### config.mk
export PLATFORM = sky130hd
export DESIGN_NAME = wb_arbiter_flat
export DESIGN_NICKNAME = d
export VERILOG_FILES = /design/src/rtl/cpu_pkg.sv /design/src/rtl/wb_arbiter_if.sv /design/src/rtl/wb_load_fifo.sv /design/src/rtl/wb_arbiter.sv /design/src/flat_wrapper.sv
export SDC_FILE = /design/constraint.sdc
export NUM_CORES = 1
export LEC_CHECK = 0
export CAP_MARGIN = 20
export CORE_MARGIN = 8
export CORE_UTILIZATION = 49
export DETAILED_ROUTE_END_ITERATION = 10
export PLACE_DENSITY = 0.79
export SLEW_MARGIN = 40
export SYNTH_ARGS = -nofsm -noshare
export SYNTH_HDL_FRONTEND = slang
export SYNTH_SLANG_ARGS = --single-unit
### constraint.sdc
create_clock -name clk -period 3.4 [get_ports clk]
set_clock_uncertainty 0.05 [all_clocks]
set_input_delay 0.68 -clock clk [delete_from_list [all_inputs] [get_ports clk]]
set_output_delay 0.68 -clock clk [all_outputs]
set_load 0.05 [all_outputs]
### src/rtl/cpu_pkg.sv
// rtl/cpu_pkg.sv - shared register-index, priority-state and load-entry types
package cpu_pkg;

    localparam int CPU_DATA_W = 16;

    typedef logic [2:0] reg_idx_t;

    typedef enum logic {
        ALU_PRI = 1'b0,
        LD_PRI  = 1'b1
    } wb_pri_e;

    typedef struct packed {
        reg_idx_t              rd;
        logic [CPU_DATA_W-1:0] data;
    } wb_entry_t;

endpackage

### src/rtl/wb_arbiter_if.sv
// rtl/wb_arbiter_if.sv - producer, register-file and bypass signals of the writeback arbiter
interface wb_arbiter_if import cpu_pkg::*; #(
    parameter int DATA_W   = 16,
    parameter int LQ_DEPTH = 4
);

    localparam int CW = $clog2(LQ_DEPTH) + 1;

    logic              alu_valid;
    logic              alu_ready;
    reg_idx_t          alu_rd;
    logic [DATA_W-1:0] alu_data;

    logic              ld_valid;
    logic              ld_ready;
    reg_idx_t          ld_rd;
    logic [DATA_W-1:0] ld_data;

    logic              wr_en;
    reg_idx_t          w_r;
    logic [DATA_W-1:0] data_in;
    logic [CW-1:0]     lq_count;

    reg_idx_t          byp_rx;
    reg_idx_t          byp_ry;
    logic              byp_x_hit;
    logic              byp_y_hit;
    logic [DATA_W-1:0] byp_x_data;
    logic [DATA_W-1:0] byp_y_data;

    modport master (
        output alu_valid, alu_rd, alu_data,
        output ld_valid, ld_rd, ld_data,
        output byp_rx, byp_ry,
        input  alu_ready, ld_ready,
        input  wr_en, w_r, data_in, lq_count,
        input  byp_x_hit, byp_y_hit, byp_x_data, byp_y_data
    );

    modport slave (
        input  alu_valid, alu_rd, alu_data,
        input  ld_valid, ld_rd, ld_data,
        input  byp_rx, byp_ry,
        output alu_ready, ld_ready,
        output wr_en, w_r, data_in, lq_count,
        output byp_x_hit, byp_y_hit, byp_x_data, byp_y_data
    );

endinterface

### src/rtl/wb_load_fifo.sv
// rtl/wb_load_fifo.sv - load-result queue feeding the writeback arbiter
module wb_load_fifo import cpu_pkg::*; #(
    parameter int  DEPTH   = 4,
    parameter type entry_t = wb_entry_t
) (
    input  logic                   clk,
    input  logic                   reset,
    input  logic                   push,
    input  entry_t                 push_entry,
    input  logic                   pop,
    output entry_t                 pop_entry,
    output logic                   full,
    output logic                   empty,
    output logic [$clog2(DEPTH):0] count
);

    localparam int             PW       = $clog2(DEPTH);
    localparam logic [PW:0]    FULL_CNT = (PW + 1)'(DEPTH);

    entry_t        mem [DEPTH];
    logic [PW-1:0] wr_ptr;
    logic [PW-1:0] rd_ptr;
    logic          do_push;
    logic          do_pop;

    assign full  = (count == FULL_CNT);
    assign empty = (count == '0);

    // Full is taken from the registered count, so a pop never makes room for a push in the same cycle.
    assign do_push = push && !full;
    assign do_pop  = pop && !empty;

    assign pop_entry = mem[rd_ptr];

    always_ff @(posedge clk or negedge reset) begin
        if (!reset) begin
            wr_ptr <= '0;
            rd_ptr <= '0;
            count  <= '0;
        end else begin
            if (do_push) begin
                wr_ptr <= wr_ptr + 1'b1;
            end
            if (do_pop) begin
                rd_ptr <= rd_ptr + 1'b1;
            end
            case ({do_push, do_pop})
                2'b10:   count <= count + 1'b1;
                2'b01:   count <= count - 1'b1;
                default: count <= count;
            endcase
        end
    end

    always_ff @(posedge clk) begin
        if (do_push) begin
            mem[wr_ptr] <= push_entry;
        end
    end

endmodule

### src/rtl/wb_arbiter.sv
// rtl/wb_arbiter.sv - merges ALU and queued load results onto the register-file write port
// Build option: define WB_BYPASS_EN to drive the decode bypass compare outputs.
module wb_arbiter import cpu_pkg::*; #(
    parameter int DATA_W     = 16,
    parameter int LQ_DEPTH   = 4,
    parameter int STARVE_MAX = 3
) (
    input logic         clk,
    input logic         reset,
    wb_arbiter_if.slave bus
);

    localparam int CW = $clog2(LQ_DEPTH) + 1;
    localparam int SW = $clog2(STARVE_MAX + 1);

    localparam logic [0:0]    ST_ALU     = ALU_PRI;
    localparam logic [0:0]    ST_LD      = LD_PRI;
    localparam logic [CW-1:0] LQ_FULL    = CW'(LQ_DEPTH);
    localparam logic [SW-1:0] STARVE_LIM = SW'(STARVE_MAX);

    typedef struct packed {
        reg_idx_t          rd;
        logic [DATA_W-1:0] data;
    } entry_t;

    logic [0:0]    state;
    logic [0:0]    state_n;
    logic [SW-1:0] starve_cnt;
    logic [SW-1:0] starve_n;
    logic [CW-1:0] count_n;
    logic          lq_full;
    logic          lq_empty;
    logic          push;
    logic          pop;
    logic          alu_win;
    entry_t        push_entry;
    entry_t        head;

    wb_load_fifo #(
        .DEPTH   (LQ_DEPTH),
        .entry_t (entry_t)
    ) u_load_fifo (
        .clk        (clk),
        .reset      (reset),
        .push       (push),
        .push_entry (push_entry),
        .pop        (pop),
        .pop_entry  (head),
        .full       (lq_full),
        .empty      (lq_empty),
        .count      (bus.lq_count)
    );

    assign bus.alu_ready = (state == ST_ALU);
    assign bus.ld_ready  = !lq_full;

    assign push            = bus.ld_valid && !lq_full;
    assign push_entry.rd   = bus.ld_rd;
    assign push_entry.data = bus.ld_data;

    // In LD_PRI the ALU is held off, so the head pops whenever the ALU does not win.
    assign alu_win = (state == ST_ALU) && bus.alu_valid;
    assign pop     = !lq_empty && !alu_win;

    assign count_n = bus.lq_count + CW'(push) - CW'(pop);

    always_comb begin
        starve_n = starve_cnt;
        state_n  = state;
        if (state == ST_LD) begin
            starve_n = '0;
            state_n  = ST_ALU;
        end else begin
            if (pop || lq_empty) begin
                starve_n = '0;
            end else if (alu_win) begin
                starve_n = starve_cnt + 1'b1;
            end
            // Decided on post-edge values so the load wins right after the limit is reached.
            if (starve_n == STARVE_LIM || count_n == LQ_FULL) begin
                state_n = ST_LD;
            end
        end
    end

    always_ff @(posedge clk or negedge reset) begin
        if (!reset) begin
            state       <= ST_ALU;
            starve_cnt  <= '0;
            bus.wr_en   <= 1'b0;
            bus.w_r     <= '0;
            bus.data_in <= '0;
        end else begin
            state      <= state_n;
            starve_cnt <= starve_n;
            bus.wr_en  <= alu_win || pop;
            if (alu_win) begin
                bus.w_r     <= bus.alu_rd;
                bus.data_in <= bus.alu_data;
            end else if (pop) begin
                bus.w_r     <= head.rd;
                bus.data_in <= head.data;
            end
        end
    end

`ifdef WB_BYPASS_EN
    assign bus.byp_x_hit  = bus.wr_en && (bus.w_r == bus.byp_rx);
    assign bus.byp_y_hit  = bus.wr_en && (bus.w_r == bus.byp_ry);
    assign bus.byp_x_data = bus.data_in;
    assign bus.byp_y_data = bus.data_in;
`else
    logic unused_byp;
    assign unused_byp     = ^{bus.byp_rx, bus.byp_ry};
    assign bus.byp_x_hit  = 1'b0;
    assign bus.byp_y_hit  = 1'b0;
    assign bus.byp_x_data = '0;
    assign bus.byp_y_data = '0;
`endif

endmodule

### src/flat_wrapper.sv
// flat-port wrapper written by rule: the top's interface ports become plain ports
module wb_arbiter_flat import cpu_pkg::*;
#(
    parameter int DATA_W     = 16,
    parameter int LQ_DEPTH   = 4,
    parameter int STARVE_MAX = 3
)
  (clk, reset, bus_alu_valid, bus_alu_rd, bus_alu_data, bus_ld_valid, bus_ld_rd, bus_ld_data, bus_byp_rx, bus_byp_ry, bus_alu_ready, bus_ld_ready, bus_wr_en, bus_w_r, bus_data_in, bus_lq_count, bus_byp_x_hit, bus_byp_y_hit, bus_byp_x_data, bus_byp_y_data);
  wb_arbiter_if #(.DATA_W(DATA_W), .LQ_DEPTH(LQ_DEPTH)) bus_i ();
  input logic clk;
  input logic reset;
  input wire logic [$bits(bus_i.alu_valid)-1:0] bus_alu_valid;
  input wire logic [$bits(bus_i.alu_rd)-1:0] bus_alu_rd;
  input wire logic [$bits(bus_i.alu_data)-1:0] bus_alu_data;
  input wire logic [$bits(bus_i.ld_valid)-1:0] bus_ld_valid;
  input wire logic [$bits(bus_i.ld_rd)-1:0] bus_ld_rd;
  input wire logic [$bits(bus_i.ld_data)-1:0] bus_ld_data;
  input wire logic [$bits(bus_i.byp_rx)-1:0] bus_byp_rx;
  input wire logic [$bits(bus_i.byp_ry)-1:0] bus_byp_ry;
  output wire logic [$bits(bus_i.alu_ready)-1:0] bus_alu_ready;
  output wire logic [$bits(bus_i.ld_ready)-1:0] bus_ld_ready;
  output wire logic [$bits(bus_i.wr_en)-1:0] bus_wr_en;
  output wire logic [$bits(bus_i.w_r)-1:0] bus_w_r;
  output wire logic [$bits(bus_i.data_in)-1:0] bus_data_in;
  output wire logic [$bits(bus_i.lq_count)-1:0] bus_lq_count;
  output wire logic [$bits(bus_i.byp_x_hit)-1:0] bus_byp_x_hit;
  output wire logic [$bits(bus_i.byp_y_hit)-1:0] bus_byp_y_hit;
  output wire logic [$bits(bus_i.byp_x_data)-1:0] bus_byp_x_data;
  output wire logic [$bits(bus_i.byp_y_data)-1:0] bus_byp_y_data;
  assign bus_i.alu_valid = bus_alu_valid;
  assign bus_i.alu_rd = bus_alu_rd;
  assign bus_i.alu_data = bus_alu_data;
  assign bus_i.ld_valid = bus_ld_valid;
  assign bus_i.ld_rd = bus_ld_rd;
  assign bus_i.ld_data = bus_ld_data;
  assign bus_i.byp_rx = bus_byp_rx;
  assign bus_i.byp_ry = bus_byp_ry;
  assign bus_alu_ready = bus_i.alu_ready;
  assign bus_ld_ready = bus_i.ld_ready;
  assign bus_wr_en = bus_i.wr_en;
  assign bus_w_r = bus_i.w_r;
  assign bus_data_in = bus_i.data_in;
  assign bus_lq_count = bus_i.lq_count;
  assign bus_byp_x_hit = bus_i.byp_x_hit;
  assign bus_byp_y_hit = bus_i.byp_y_hit;
  assign bus_byp_x_data = bus_i.byp_x_data;
  assign bus_byp_y_data = bus_i.byp_y_data;
  wb_arbiter #(.DATA_W(DATA_W), .LQ_DEPTH(LQ_DEPTH), .STARVE_MAX(STARVE_MAX)) u_core (.clk(clk), .reset(reset), .bus(bus_i));
endmodule
* Yosys cells after proc, flatten, opt, wreduce, memory -nomap -nowiden
Memories as Yosys holds them, arrays and structs flattened.
Cells that the tools add are included.
** Storage, ports and cells
- Register bits :: 30
- Input port bits :: 48
- Logic and storage cells :: 49
- Memories kept :: 1
- Memory bits (writable) :: 76
- Output and inout port bits :: 59
** Memory list
- u_core.u_load_fifo.mem :: depth 4, width 19, rd ports 1, clocked after Yosys merged registers in 0, wr ports 1, RTL line wb_load_fifo.sv:20 : entry_t mem [DEPTH];
** Operators by class
- Muxes and demuxes :: 13
- Reductions and logical operators :: 14
- Add/subtract/negate cells :: 7
- Bitwise operators :: 1
- Equality and inequality tests :: 5
** Operator list (number)
- $mux W16 :: 2
- $mux W2 :: 4
- $add A2 B1 Y2 const B :: 3
- $eq A3 B3 Y1 const B :: 2
- $mux W3 :: 2
- $pmux W3 S2 :: 1
- $logic_and A1 B1 Y1 :: 5
- $eq A2 B2 Y1 const B :: 2
- $mux W1 :: 4
- $reduce_bool A2 Y1 :: 2
- $add A3 B1 Y3 :: 1
- $add A3 B1 Y3 const B :: 1
- $logic_not A1 Y1 :: 3
- $logic_not A3 Y1 :: 1
- $logic_or A1 B1 Y1 :: 3
- $sub A3 B1 Y3 :: 1
- $sub A3 B1 Y3 const B :: 1
- $eq A2 B1 Y1 const B :: 1
- $not A1 Y1 :: 1

* Depth between registers and ports, before layout
Gate-level depths: netlist of run 1.
- Depth in word-level cells :: 11
- Gate-level depth with buffers :: 10

* By module
From an unflattened synthesis of run 1, not the netlist that was laid out.
** Unflattened totals
- Cells, all modules :: 255
- Area, all modules :: 4779.6 sq um
** By module, submodules not included
- wb_load_fifo :: sequential area each 2457.4 sq um, area an instance 3185.6 sq um, cells an instance 136, times used 1
- wb_arbiter :: sequential area each 575.6 sq um, area an instance 1594.0 sq um, cells an instance 119, times used 1

* Worst setup path before layout of run 1
Ideal clock, no wire load.
- Kind :: register -> register
- From :: reg u_core.u_load_fifo.count[2]
- To :: reg u_core.state
- Buffers on the path :: 0
- Path slack :: 0.474 ns
- Clock period less this slack :: 2.926 ns
- Setup time :: 0.078 ns
- Cell stages (with the launch flop) :: 10
- Arrival time :: 2.798 ns
- Required time :: 3.272 ns
- Path through :: dfrtp_1 -> or3b_4 -> and2_4 -> inv_1 -> ha_1 -> inv_1 -> ha_1 -> fa_1 -> or3_1 -> o2bb2ai_1
** On the way
- Elaborated cells between the ends (all ways) :: 16
- Classes of those cells :: add/sub (2); eq/ne (3); mux (4); reduce/logical (7)
** RTL lines
- start: declaration :: RTL line wb_load_fifo.sv:14 : output logic [$clog2(DEPTH):0] count
- start signal: assignment :: RTL line wb_load_fifo.sv:48 : 2'b10: count <= count + 1'b1;
- start signal: assignment :: RTL line wb_load_fifo.sv:49 : 2'b01: count <= count - 1'b1;
- start signal: assignment :: RTL line wb_load_fifo.sv:50 : default: count <= count;
- $eq A3 B3 Y1 :: RTL line wb_load_fifo.sv:26 : assign full = (count == FULL_CNT);
- $logic_not A1 Y1
- via bus_ld_ready :: RTL line flat_wrapper.sv:21 : output wire logic [$bits(bus_i.ld_ready)-1:0] bus_ld_ready;
- $logic_and A1 B1 Y1 :: RTL line wb_arbiter.sv:57 : assign push = bus.ld_valid && !lq_full;
- $add A3 B1 Y3 :: RTL line wb_arbiter.sv:65 : assign count_n = bus.lq_count + CW'(push) - CW'(pop);
- $sub A3 B1 Y3 :: RTL line wb_arbiter.sv:65
- $eq A3 B3 Y1 :: RTL line wb_arbiter.sv:80 : if (starve_n == STARVE_LIM || count_n == LQ_FULL) begin
- $logic_or A1 B1 Y1 :: RTL line wb_arbiter.sv:80
- $mux W1 :: RTL line wb_arbiter.sv:80
- $mux W1 :: RTL line wb_arbiter.sv:70 : if (state == ST_LD) begin
- via u_core.state_n :: RTL line wb_arbiter.sv:27 : logic [0:0] state_n;
- end signal: assignment :: RTL line wb_arbiter.sv:94 : state <= state_n;
- end: declaration :: RTL line wb_arbiter.sv:26 : logic [0:0] state;
The timed path passes the listed nets, and every way through them passes these cells. The select of a mux whose other input is x is not followed.
A chain may end at the register's enable or synchronous reset.

* Worst setup path in the final report of run 1
- From :: reg u_core.u_load_fifo.count[0]
- To :: out bus_ld_ready
** On the way
- Longest elaborated chain between the ends :: 2
** RTL lines
- $eq A3 B3 Y1 :: RTL line wb_load_fifo.sv:26
- $logic_not A1 Y1 :: RTL line wb_arbiter.sv:55 : assign bus.ld_ready = !lq_full;
- end: declaration :: RTL line flat_wrapper.sv:21
No other way between the ends.

==> results of run 1 <==
[power by group through the flow]
stage	Sequential, mW	Combinational (mW)	Clock [mW]
2_1_floorplan	2.39	1.04	0
3_3_place_gp	2.00	1.99	0
3_5_place_dp	2.02	2.02	0
4_1_cts	1.99	2.03	0.777
5_1_grt	2.04	2.15	0.830
6_report	1.99	2.01	0.767
[Yosys cell counts (2+ instances only)]
cell / n
edfxtp_1: 76
buf_4: 34
dfrtp_1: 30
and3_1: 23
a221o_1: 19
mux4_2: 18
clkbuf_1: 9
inv_1: 8
xnor2_1: 7
ha_1: 6
buf_6: 2
fa_1: 2
nand2_1: 2
nor3_1: 2
xor2_1: 2
[per-stage QoR]
step	std cells	cell area, um2	utilization
after floorplan	287	4580	-
after global placement	423	5120	0.584
after detailed placement	423	5120	0.584
after CTS	439	5320	0.607
after global routing	439	5320	0.607
final	439	5320	0.607
[path summary, 6_finish.rpt]
path	from	to	slack [ns]	cells after the start
worst min-delay path	reset	u_core.bus.data_in[5]	0.20	1
worst max register to register	u_core.u_load_fifo.count[0]	u_core.state	0.70	9
max in group asynchronous	reset	u_core.u_load_fifo.rd_ptr[1]	2.78	1
worst min register to register	u_core.starve_cnt[0]	u_core.starve_cnt[0]	0.43	1
min in group clk	u_core.starve_cnt[0]	u_core.starve_cnt[0]	0.43	1
worst max-delay path	u_core.u_load_fifo.count[0]	bus_ld_ready	0.67	2
[worst max-delay path: cells and delay by family (launching register included)]
kind / cells / cell delay [ns]
buffers and inverters: 1 / 0.72
AND/OR/NAND/NOR: 1 / 0.45
flip-flops: 1 / 0.47
[kinds of logic (layout without fill, tap and decap cells)]
| group | count (synthesis) | count (layout) |
|---|---|---|
| flops | 106 | 106 |
| buf+inv | 54 | 98 |
| simple gates | 35 | 35 |
| mux | 21 | 21 |
| compound gates | 20 | 20 |
| xor+xnor | 9 | 9 |
| fa+ha+maj | 8 | 8 |
| other cells | 1 | 34 |
[routing by layer]
metal | global-route usage | wire length [um] | up-vias
li1 | - | - | 1054
met1 | 0.173 | 3610 | 1169
met2 | 0.232 | 4290 | 98
met3 | 0.0558 | 672 | 11
met4 | 0.0596 | 129 | 2
met5 | 0 | 13 | -
[flip-flops by register name (all words and copies together) (netlist names)]
register,count
u_core.state,1
u_core.u_load_fifo.rd_ptr,2
u_core.u_load_fifo.mem,76
u_core.starve_cnt,2
u_core.bus.data_in,16
u_core.u_load_fifo.count,3
u_core.bus.w_r,3
u_core.bus.wr_en,1
u_core.u_load_fifo.wr_ptr,2
[final cells by class]
cell class,instances,area (um2),area share
sequential,106,3030,0.570
multi-input combinational,127,1200,0.226
timing repair buffer,74,718,0.135
clock buffer,13,159,0.0299
tap,108,135,0.0254
clock inverter,3,40.0,0.00753
inverter,8,30.0,0.00564
==> metrics, run 1 <==
Num Clock Sinks 106; vias in the first global route 2573; clock power share 0.161; final period utilization 0.804; Post-DRT Antenna Nets 0; commonest non-fill, non-tap cells in the layout edfxtp_1, clkdlybuf4s50_1, conb_1; RSZ-0062 raised after global routing no; grt ovf 0; NumNets Final 382; fraction of registers with async set or reset after synthesis 0.283; Int Pwr 2.97 mW; hold_buf cts 0; actual slew at the worst max-slew pin 0.846 ns; Max Cap Viol 0; Net Sw Power 1.79 mW; Synth top area share 0.512; Synth Area in Compound Gates 0.0447; antenna violations before repair 1; Starting Density 0.508; post_cts resized 0; CP arrival 2.00 ns; switching share of power 0.376; crit start category flip-flop; Port Buffers 66; die area 12400 um2; GP Congestion 0.751; Max FO, Critical Path 6; outcome completed; top_reg_cell synth edfxtp_1; area growth from synthesis to layout 19.4%; Die Span X 111 um; CTS tree done; CP max-delay cell clkdlybuf4s50_1; Critical Path RT 2.67 ns; routed wire length per instance 19.9 um; Final TNS setup 0 ns; Tmin final 2.73 ns; syn_area_per_cell 17.5 um2; maximum clock path buffer count 2; commonest non-fill, non-tap cell in the layout edfxtp_1; dominant cells by area after synthesis edfxtp_1, dfrtp_1, mux4_2; Top Ports 107; Avg Vias per Cell 5.32; Static Leakage 2.05 nW; filler instances 652; critical path capture point type primary output; Synth Area in Simple Gates 0.0497; routed via count 2334; Worst-Skew Late Latency 0.35 ns; worst hold-check path type in -> async; Die Y-Extent 111 um; first-pass GRT wire length 13900 um; Fmax 0.366 GHz; core area 8760 um2; Seq/Total Area, Yosys 0.681; crit-path cells or3b_4, clkdlybuf4s50_1; Hold Violations, Final 0; dpl ws 0.378 ns; synth warn 0; Initial DRT Pass Iterations 4; antenna fix cells 0; Adder-Cell Fraction of Synth Area 0.0258; Seq pwr share 0.418; largest net degree at the start of global routing 31; final setup violation count 0; gr usage total 0.145; CP max stage delay 0.72 ns; Synth Cell Area 4450 um2; setup bufs post-CTS 0; combinational power share 0.421; #FFs+latches synth 106; xor/xnor share of the synthesized area 0.0177; WHS 0.200 ns; Post-Syn Instances 254; Clock H-tree levels 3; HPWL Detailed 5710 um; Worst VDD drop 0.403 mV; CTS Buf Count 9; final worst setup slack 0.666 ns; DRC viols 0; Slew headroom 0.436; Final Max Tran Viols 0; share of cells above drive strength 1 0.145; Root Driver clkbuf_8; top cell type by total area after synthesis edfxtp_1; count of distinct cell types in the synthesized netlist 29; Reg clk slew, reported paths 0.10 ns; EDFF count, synth 76; critical path class reg -> out; pwr dens 896 nW/um2; mux cell area share after synthesis 0.103; row cnt 34; largest family of logic cells by synthesized area multiplexers; Power Total 4.77 mW; total wire length 8720 um; Iter 0 DRT Violations 91
(Power assumes the default switching activity.)
==> run 2, diff against run 1 <==
- CORE_UTILIZATION: 49 -> 45
- PLACE_DENSITY: 0.79 -> 0.76
- clock period: 3.4 -> 2.5 ns (I/O delays scaled with it)
==> metrics, run 2 (synthesized netlist as in run 1, its figures left out) <==
outcome completed (unchanged); filler instances 747 (was 652); Max Cap Viol 0 (unchanged); GP Congestion 0.695 (was 0.751); Port Buffers 66 (unchanged); largest net degree at the start of global routing 31 (unchanged); Worst-Skew Late Latency 0.35 ns (about the same); pwr dens 1230 nW/um2 (was 896 nW/um2); Static Leakage 2.13 nW (was 2.05 nW); Power Total 6.79 mW (was 4.77 mW); Starting Density 0.460 (was 0.508); hold_buf cts 0 (unchanged); final setup violation count 0 (unchanged); placed cells 461 (was 423); critical path capture point type flip-flop (was primary output); Die Span X 115 um (was 111 um); switching share of power 0.373 (was 0.376); antenna violations before repair 0 (was 1); clock power share 0.169 (was 0.161); Seq pwr share 0.386 (was 0.418); Post-DRT Antenna Nets 0 (unchanged); met1 GRT Util 0.159 (was 0.173); CP arrival 2.66 ns (was 2.00 ns); grt ovf 0 (unchanged); Num Clock Sinks 106 (unchanged); vias in the first global route 2571 (was 2573); Int Pwr 4.26 mW (was 2.97 mW); setup bufs post-CTS 0 (unchanged); final period utilization 0.970; total wire length 8980 um (was 8720 um); NumNets Final 395 (was 382); core area 9680 um2 (was 8760 um2); Net Sw Power 2.53 mW (was 1.79 mW); antenna fix cells 0 (unchanged); die area 13300 um2 (was 12400 um2); row cnt 36 (was 34); Avg Vias per Cell 5.05 (was 5.32); share of cells above drive strength 1 0.195 (was 0.145); Critical Path RT 2.74 ns (was 2.67 ns); met3 usage in global routing 0.0334 (was 0.0558); Root Driver clkbuf_8 (unchanged); area growth from synthesis to layout 24.2% (was 19.4%); worst hold-check path type reg -> reg (was in -> async); Iter 0 DRT Violations 155 (was 91); Worst VDD drop 0.640 mV (was 0.403 mV); Final TNS setup 0 ns (unchanged); largest registers u_core.u_load_fifo.mem x76, u_core.bus.data_in x16 (unchanged); critical path class reg -> reg (was reg -> out); HPWL Detailed 6140 um (was 5710 um); crit start category flip-flop (unchanged); busiest grt layer met2 (unchanged); Initial DRT Pass Iterations 4 (unchanged); CTS Buf Count 9 (unchanged); commonest non-fill, non-tap cells in the layout edfxtp_1, clkdlybuf4s50_1, conb_1 (unchanged); Biggest register u_core.u_load_fifo.mem (unchanged); max reg flops 76 (unchanged); RSZ-0062 raised after global routing no (unchanged); DRC viols 0 (unchanged); Slew headroom 0.644 (was 0.436); actual slew at the worst max-slew pin 0.534 ns (was 0.846 ns); Cell Count, Final, Fillers Out 477 (was 439); Fmax 0.412 GHz; CTS tree done (unchanged); maximum clock path buffer count 2 (unchanged); gr usage total 0.138 (was 0.145); Final Max Tran Viols 0 (unchanged); Clock H-tree levels 3 (unchanged); post_cts resized 1 (was 0); Hold Violations, Final 0 (unchanged); Max FO, Critical Path 6 (unchanged); combinational power share 0.445 (was 0.421); routed wire length per instance 18.8 um (was 19.9 um); Reg clk slew, reported paths 0.10 ns (about the same); Tmin final 2.43 ns; Top Ports 107 (unchanged); routed via count 2407 (was 2334); commonest non-fill, non-tap cell in the layout edfxtp_1 (unchanged); M2 GR Usage 0.245 (was 0.232); Die Y-Extent 115 um (was 111 um); first-pass GRT wire length 13600 um (was 13900 um)
## run 2: per-stage QoR
step / util / setup slack (ns) / area (um2) / hold slack [ns]
3_3_place_gp: 0.548 / -0.143 / 5310 / 0.418
3_5_place_dp: 0.548 / -0.190 / 5310 / 0.428
4_1_cts: 0.571 / 0.0665 / 5530 / 0.442
5_1_grt: 0.571 / 0.00702 / 5530 / 0.449
6_report: 0.571 / 0.0747 / 5530 / 0.437
2_1_floorplan: - / -0.146 / 4610 / 0.154
## run 2: critical path, stage by stage (launching register included)
cell and delay, ns:
dfrtp_2 0.41, or3b_4 0.43, and2_4 0.16, inv_2 0.06, ha_4 0.21, inv_4 0.06
ha_4 0.12, fa_1 0.39, or3_1 0.32, o2bb2ai_1 0.15
## run 2: power groups by stage
stage          combinational (mW)  clock (mW)  sequential [mW]
2_1_floorplan                1.45           0             3.27
3_3_place_gp                 3.01           0             2.64
3_5_place_dp                 3.05           0             2.66
4_1_cts                      3.06        1.19             2.63
5_1_grt                      3.21        1.24             2.67
6_report                     3.02        1.15             2.62
## run 2: path summary, 6_finish.rpt
kind | from | to | slack, ns | cells after the start
hold / removal | u_core.starve_cnt[0] | u_core.starve_cnt[0] | 0.44 | 1
hold reg to reg | u_core.starve_cnt[0] | u_core.starve_cnt[0] | 0.44 | 1
setup reg to reg | u_core.u_load_fifo.count[1] | u_core.state | 0.07 | 9
setup / recovery | u_core.u_load_fifo.count[1] | u_core.state | 0.07 | 9
min in group asynchronous | reset | u_core.bus.data_in[2] | 0.49 | 2
max in group asynchronous | reset | u_core.u_load_fifo.count[2] | 1.58 | 2
## run 2: metal layers
metal	routed length [um]	vias up
met5	0	-
met4	57	0
met3	777	5
met2	4620	99
met1	3520	1218
li1	-	1085
## run 2: cell type report
cell class / count / area (um2) / area share
Clock buffer: 10 / 128 / 0.0231
Clock inverter: 6 / 97.6 / 0.0176
Inverter: 8 / 32.5 / 0.00588
Multi-Input combinational cell: 127 / 1230 / 0.222
Sequential cell: 106 / 3040 / 0.549
Tap cell: 133 / 166 / 0.0301
Timing Repair Buffer: 87 / 842 / 0.152
==> run 3, diff against run 2 <==
- CORE_MARGIN: 8 -> 3
==> metrics, run 3 (synthesized netlist as in run 1, its figures left out) <==
placed inst area 5260 um2 (was 5310 um2); critical path class reg -> reg (unchanged); Biggest register u_core.u_load_fifo.mem (unchanged); commonest non-fill, non-tap cell in the layout edfxtp_1 (unchanged); Clock H-tree levels 3 (unchanged); Tmin final 2.40 ns (was 2.43 ns); Fmax 0.417 GHz (was 0.412 GHz); Avg Vias per Cell 5.04 (was 5.05); CTS Buf Count 9 (unchanged); Worst VDD drop 0.467 mV (was 0.640 mV); antenna fix cells 0 (unchanged); max reg flops 76 (unchanged); Worst-Skew Late Latency 0.35 ns (about the same); commonest non-fill, non-tap cells in the layout edfxtp_1, clkdlybuf4s50_1, conb_1 (unchanged); WHS 0.442 ns (was 0.437 ns); pwr dens 1210 nW/um2 (was 1230 nW/um2); Root Driver clkbuf_8 (unchanged); Critical Path RT 2.73 ns (was 2.74 ns); Top Ports 107 (unchanged); core area 9420 um2 (was 9680 um2); final worst setup slack 0.104 ns (was 0.0747 ns); Max Cap Viol 0 (unchanged); final setup violation count 0 (unchanged); utilization after layout 0.580 (was 0.571); Die Span X 105 um (was 115 um); die area 11100 um2 (was 13300 um2); largest net degree at the start of global routing 31 (unchanged); antenna violations before repair 0 (unchanged); total wire length 8200 um (was 8980 um); Hold Violations, Final 0 (unchanged); HPWL Detailed 5510 um (was 6140 um); Iter 0 DRT Violations 158 (was 155); Post-DRT Antenna Nets 0 (unchanged); filler instances 741 (was 747); Power Total 6.59 mW (was 6.79 mW); Port Buffers 66 (unchanged); Num Clock Sinks 106 (unchanged); Initial DRT Pass Iterations 4 (unchanged); share of cells above drive strength 1 0.190 (was 0.195); row cnt 35 (was 36); dpl ws -0.182 ns (was -0.190 ns); final period utilization 0.958 (was 0.970); GP Congestion 0.702 (was 0.695); Cell Count, Final, Fillers Out 471 (was 477); routed wire length per instance 17.4 um (was 18.8 um); Final TNS setup 0 ns (unchanged); first-pass GRT wire length 13300 um (was 13600 um); NumNets Final 393 (was 395); Starting Density 0.473 (was 0.460); placed cells 455 (was 461); Max FO, Critical Path 6 (unchanged); critical path capture point type flip-flop (unchanged); outcome completed (unchanged); CTS tree done (unchanged); Static Leakage 2.10 nW (was 2.13 nW); CP arrival 2.63 ns (was 2.66 ns); area growth from synthesis to layout 22.7% (was 24.2%); largest registers u_core.u_load_fifo.mem x76, u_core.bus.data_in x16 (unchanged); Final Max Tran Viols 0 (unchanged); gr usage total 0.158 (was 0.138); Slew headroom 0.627 (was 0.644); worst hold-check path type reg -> reg (unchanged); crit start category flip-flop (unchanged); RSZ-0062 raised after global routing no (unchanged); DRC viols 0 (unchanged); hold_buf cts 0 (unchanged); maximum clock path buffer count 2 (unchanged); Die Y-Extent 105 um (was 115 um); actual slew at the worst max-slew pin 0.558 ns (was 0.534 ns); grt ovf 0 (unchanged); final instance area 5470 um2 (was 5530 um2); routed via count 2372 (was 2407); Reg clk slew, reported paths 0.10 ns (about the same); vias in the first global route 2530 (was 2571)
## run 3: cell types whose count changed in the layout (fill, tap and decap cells not counted)
cell	before	now
o2bb2ai_2	0	1
clkinv_2	0	1
dlymetal6s2s_1	0	1
clkbuf_1	1	2
clkinvlp_4	0	1
bufinv_16	2	1
o2bb2ai_1	1	0
buf_12	2	0
clkinv_4	2	0
dlygate4sd2_1	1	0
## run 3: report_power, final
group	internal, mW	leakage, nW	switching (mW)	total, mW
Sequential	2.40	1.05	0.191	2.59
Clock	0.473	0.0958	0.551	1.02
Combinational	1.24	0.950	1.74	2.97
## run 3: worst max-delay path: stages, from the launching register on
cell and delay [ns]:
dfrtp_2 0.41, or3b_4 0.42, and2_4 0.16, inv_2 0.06, ha_4 0.21, inv_4 0.06, ha_4 0.11, fa_1 0.39
or3_1 0.33, o2bb2ai_2 0.13
## run 3: final cells by class
type                       count  area, um2  area share
tap                          129        161      0.0295
timing repair buffer          85        806       0.147
clock buffer                  11        131      0.0240
multi-input combinational    127       1230       0.226
inverter                       8       32.5     0.00595
clock inverter                 5       62.6      0.0114
sequential                   106       3040       0.556
## run 3: per-layer routing
layer,track usage,vias to the layer above,routed length [um]
li1,-,1078,-
met1,0.201,1201,3260
met2,0.274,91,4390
met3,0.0349,2,523
met4,0.0444,0,21
met5,0,-,0
## run 3: timing repair
action                     in CTS  in global routing
setup endpoints to repair       0                  2
buffers inserted                0                  0
resized for setup               0                  2
## run 3: final timing paths
check	startpoint	end	slack (ns)	cells after the start
min in group asynchronous	reset	u_core.bus.data_in[1]	0.49	2
worst min register to register	u_core.starve_cnt[0]	u_core.starve_cnt[0]	0.44	1
worst max-delay path	u_core.u_load_fifo.count[1]	u_core.state	0.10	9
worst min-delay path	u_core.starve_cnt[0]	u_core.starve_cnt[0]	0.44	1
worst max register to register	u_core.u_load_fifo.count[1]	u_core.state	0.10	9
max in group asynchronous	reset	u_core.u_load_fifo.count[1]	1.59	2
